===== src/rtl/eq2.sv =====
// Two-bit unsigned comparator with registered equality, rising-edge pulse and
// an optional saturating equality counter (compiled in when EQ2_STATS_EN is defined).
module eq2 #(
  parameter int CNT_W = 8
) (
  input  logic             clk,
  input  logic             reset,
  input  logic [1:0]       j0,
  input  logic [1:0]       j1,
  input  logic             cnt_clr,
  output logic             aEqb,
  output logic             aGtb,
  output logic             aLtb,
  output logic             aEqb_q,
  output logic             eq_rise,
  output logic [CNT_W-1:0] eq_cnt
);

  logic eq_hi;
  logic eq_lo;
  logic aeqb_d;
  logic aeqb_q;
  logic rise_d;
  logic rise_q;

  // Bitwise compare: the high bit decides unless it ties, then the low bit decides.
  always_comb begin
    eq_hi = j0[1] ~^ j1[1];
    eq_lo = j0[0] ~^ j1[0];
    aEqb  = eq_hi & eq_lo;
    aGtb  = (j0[1] & ~j1[1]) | (eq_hi & j0[0] & ~j1[0]);
    aLtb  = (~j0[1] & j1[1]) | (eq_hi & ~j0[0] & j1[0]);
  end

  always_comb begin
    aeqb_d = aEqb;
    rise_d = aEqb & ~aeqb_q;
  end

  always_ff @(posedge clk or posedge reset) begin
    if (reset) begin
      aeqb_q <= 1'b0;
      rise_q <= 1'b0;
    end else begin
      aeqb_q <= aeqb_d;
      rise_q <= rise_d;
    end
  end

  assign aEqb_q  = aeqb_q;
  assign eq_rise = rise_q;

`ifdef EQ2_STATS_EN
  logic [CNT_W-1:0] cnt_d;
  logic [CNT_W-1:0] cnt_q;

  // Clear wins over increment; the count sticks at all-ones instead of wrapping.
  always_comb begin
    cnt_d = cnt_q;
    if (cnt_clr) begin
      cnt_d = '0;
    end else if (aEqb && (cnt_q != {CNT_W{1'b1}})) begin
      cnt_d = cnt_q + {{(CNT_W-1){1'b0}}, 1'b1};
    end
  end

  always_ff @(posedge clk or posedge reset) begin
    if (reset) begin
      cnt_q <= '0;
    end else begin
      cnt_q <= cnt_d;
    end
  end

  assign eq_cnt = cnt_q;
`else
  logic unused_cnt_clr;

  assign unused_cnt_clr = cnt_clr;
  assign eq_cnt         = '0;
`endif

endmodule


===== config.mk =====
export PLATFORM = sky130hd
export DESIGN_NAME = eq2
export DESIGN_NICKNAME = d
export VERILOG_FILES = /design/src/rtl/eq2.sv
export SDC_FILE = /design/constraint.sdc
export NUM_CORES = 1
export LEC_CHECK = 0
export BUFFER_PORTS_ARGS = -buffer_cell sky130_fd_sc_hd__buf_2
export CAP_MARGIN = 40
export CORE_AREA = 4 4 41 43
export DETAILED_ROUTE_END_ITERATION = 8
export DIE_AREA = 0 0 45 47
export HOLD_SLACK_MARGIN = 0.06
export PLACE_DENSITY = 0.46
export RECOVER_POWER = 25
export SETUP_SLACK_MARGIN = 0.3
export SLEW_MARGIN = 0
export SYNTH_ARGS = -nofsm -noshare
export SYNTH_HDL_FRONTEND = slang
export SYNTH_SLANG_ARGS = --single-unit

===== constraint.sdc =====
create_clock -name clk -period 0.8 [get_ports clk]
set_input_delay 0 -clock clk [delete_from_list [all_inputs] [get_ports clk]]
set_output_delay 0 -clock clk [all_outputs]
set_load 0.005 [all_outputs]

# == Yosys cells after proc, flatten, opt, wreduce, memory -nomap -nowiden ==
# Index checks and enable logic that the tools add are counted.
# word_totals
register_bits,2
output_inout_bits,13
# op_classes
bitwise,17
# ops
cell,n
1-bit bitwise AND,8
1-bit inverter,5
1-bit OR,2
1-bit bitwise XNOR,2

# == Depth between registers and ports, before layout ==
# logic_depth
ltp_word,4
ltp_mapped,4
mapped_depth_nobuf,4

# == Worst setup path before layout ==
# OpenSTA, ideal clock, no wires.
# synth_timing
path_kind,register to register
from,"register aeqb_q, in the netlist aEqb_q"
to,"register rise_q, in the netlist eq_rise"
setup_time_ns,0.066
arrival_time_ns,0.554
required_time_ns,0.734
path_slack_ns,0.179
path_stages_with_launch,2
cell_sequence,dfrtp_1 -> and3b_1
# synth_via
elab_chain_len,2
# synth_rtl
item,line_no,source
"start, declared",22,logic aeqb_q;
"start signal, assigned",45,aeqb_q <= aeqb_d;
1-bit inverter,37,rise_d = aEqb & ~aeqb_q;
1-bit bitwise AND,37,
named net rise_d,23,logic rise_d;
"end signal, assigned",46,rise_q <= rise_d;
"end, declared",24,logic rise_q;
# The timed path passes the listed nets, and every way through them passes these cells.

# == Final worst setup path ==
# layout_timing
from,"register aeqb_q, in the netlist aEqb_q"
to,output port aEqb_q
# layout_rtl
item,line_no,source
"end, declared",14,"output logic aEqb_q,"
# No word-level cell between the ends.

==> out/results.tsv <==
stage	metric	value	unit
outcome	status	finished, final reports clean	
timing	Final Slew Violations	0	
synthesis	combinational family with the most area after synthesis	buffers and inverters	
grt	number of antenna violations at the first check in global routing	0	
grt	grt total ovfl	0	
synthesis	adder-cell share of the synthesized area	0.1266	
route	DRC viols	0	
die	core box area	1301	um2
synthesis	Yosys top cell by area	buf_4	
timing	final period utilization	0.8987	
die	row count	13	
synthesis	Yosys top cell area share	0.3038	
route	number of routed nets with antenna violations	0	
min_path	worst hold path type	in -> reg	
clock_tree	clk buf depth	2	
grt	total track usage	0.04502	
pwr	Static Leak	0.0001833	uW
clock_tree	clock tree root buffer cell	clkbuf_4	
final_layout	area growth from synthesis to layout	61.39	%
placed_design	Placement Setup Slack	0.1095	ns
timing	fin worst setup slack	0.08103	ns
synthesis	Post-Syn Instances	23	
die	Starting Density	0.1519	
setup_path	worst endpoint required time	0.80	ns
synthesis	post-synth cell types	11	
pwr	post-route total power	471.6	uW
clock_tree	CTS clk-pin slew, worst paths	0.03	ns
route	via count	168	
synthesis	Yosys warning total	0	
synthesis	simple-gate share of the synthesized area	0.09494	
final_layout	Fillers	157	
clock_tree	CTS tree	built	
die	die area	2115	um2
final_layout	layout cells sized above 1	0.5000	
setup_path	critical path's largest stage delay	0.37	ns
die	DIE HEIGHT	47	um
clock_tree	H-tree depth	1	
synthesis	Synth Area in XOR/XNOR	0.04430	
setup_path	crit path max fanout	2	
synthesis	register bit total from synthesis	2	
setup_path	Cell Chain, Critical Path	buf_2	
synthesis	Compound-Gate Fraction of Synth Area	0.08228	
timing	clock skew	0.001597	ns
route	routed len/inst	8.118	um
clock_tree	# clock sinks	2	
setup_path	critical path launch point type	flip-flop	
timing	Max Fclk	1.391	GHz
grt	first-pass GRT wire length	627	um
pwr	pwr dens	1478	nW/um2
timing	Final Hold Vio Count	0	
final_layout	post-layout util	0.2452	
synthesis	Avg Cell Area, Syn	8.595	um2
synthesis	Synth Cell Area	197.7	um2
final_layout	fin nets	47	
timing	setup TNS	0	ns
placed_design	IO buf count	10	
grt	largest net degree at the start of global routing	5	
placed_design	DPL Wire Length	344.9	um
job	max cap viols	0	
synthesis	portion of netlist area occupied by mux cells	0	
timing	Tmin final	0.7190	ns
setup_path	CP arrival	0.72	ns
synthesis	register area share after synthesis	0.2532	
route	1st-iter DRT viols	0	
grt	vias in the first global route	171	
synthesis	top cells by area, synth	buf_4 (30%), dfrtp_1 (25%), ha_1 (13%), inv_1 (7.6%), a31o_1 (4.4%)	
die	Die Wd	45	um
clock_tree	clk_lat worst skew	0.22	ns
timing	RSZ-0062 raised after global routing	true	
setup_path	Reg2Reg Setup Slack	0.16	ns
pwr	VDD IR max	0.3772	mV
setup_path	CP endpoint kind	output port	
setup_path	worst path buffer plus inverter count	1	
setup_path	Largest delay share family, worst path	flip-flops	
route	Routed WL	414	um
placed_design	gp weighted congestion	0.6077	
die	Ports	20	
clock_tree	CTS buffer count	3	
timing	final setup fails	0	
setup_path	slowest CP cell	dfrtp_1	
route	DR vias/cell	3.294	
final_layout	Inserted Diodes	0	
route	DRT Pass-1 Iters	1	
setup_path	Worst Path Class, Setup	reg -> out	
[report_power, final]
| group | internal [uW] | switching, uW | total (uW) |
|---|---|---|---|
| logic | 77.8 | 56.2 | 134 |
| clock network | 165 | 56.3 | 222 |
| registers | 112 | 3.65 | 116 |
[tightest hold or removal path, delay by kind of cell]
| kind | cells | cell delay [ns] |
|---|---|---|
| fa+ha+maj | 1 | 0.14 |
| buf+inv | 1 | 0.07 |
| simple gates | 1 | 0.14 |
[routing by layer]
| metal | GRT usage | wire [um] |
|---|---|---|
| met2 | 0.06215 | 192 |
| met4 | 0.05263 | 0 |
| met1 | 0.04545 | 167 |
| met5 | 0 | 0 |
| met3 | 0.02299 | 54 |
[cells in the mapped netlist]
| master | count |
|---|---|
| ha_1 | 2 |
| a31o_1 | 1 |
| xnor2_1 | 1 |
| inv_1 | 4 |
| and3b_1 | 1 |
| dfrtp_1 | 2 |
| and2_1 | 1 |
| buf_4 | 8 |
| conb_1 | 1 |
| o21bai_1 | 1 |
| nand2_1 | 1 |
[final timing paths]
kind                                   from           endpoint  cells past startpoint
setup reg to reg           aEqb_q$_DFF_PP0_  eq_rise$_DFF_PP0_                      1
hold reg to reg            aEqb_q$_DFF_PP0_  eq_rise$_DFF_PP0_                      1
setup / recovery           aEqb_q$_DFF_PP0_             aEqb_q                      1
max in group asynchronous             reset  eq_rise$_DFF_PP0_                      3
min in group asynchronous             reset   aEqb_q$_DFF_PP0_                      3
hold / removal                        j1[1]   aEqb_q$_DFF_PP0_                      3
[area by class of cell]
cell class	instances	area, um2	area share
clock buffers	3	22.52	0.07059
well taps	15	18.77	0.05882
inverters	4	17.52	0.05490
repair buffers	11	86.33	0.2706
flip-flops and latches	2	50.05	0.1569
multi-input cells	16	123.9	0.3882
[stage by stage]
step | cell area (um2) | instances | hold slack, ns
floorplan | 236.5 | 30 | -0.2588
global placement | 245.2 | 47 | -0.1503
detailed placement | 245.2 | 47 | -0.1463
CTS | 305.3 | 51 | 0.1621
global route | 319.1 | 51 | 0.1738
finish | 319.1 | 51 | 0.1679
[cell usage in the layout (no fill, tap or decap)]
cell	Yosys	routed
conb_1	1	8
buf_6	0	1
ha_4	0	1
clkbuf_4	0	3
o21bai_1	1	1
buf_2	0	7
and2_4	0	1
inv_4	0	1
dlygate4sd3_1	0	1
nand2_2	0	1
dfrtp_1	2	2
inv_1	4	3
ha_1	2	1
and3b_1	1	1
buf_8	0	2
xnor2_2	0	1
a31o_1	1	1
[cells by family after synthesis]
family | after synthesis
compound gates | 2
other cells | 1
buf+inv | 12
xor+xnor | 1
flops | 2
fa+ha+maj | 2
simple gates | 3
[sequential cells by signal, summed over array words and instances (netlist names)]
register	count
aEqb_q	1
eq_rise	1
[timing repair]
action                                  CTS  global route
pin swaps                                 3             2
hold buffers                              1             0
buffers inserted                          0             0
gates cloned                              0             0
endpoints found under the setup margin    6             6
gates resized for setup                   7             3
endpoints found under the hold margin     2             0
Power figures use the tool's default switching activity.
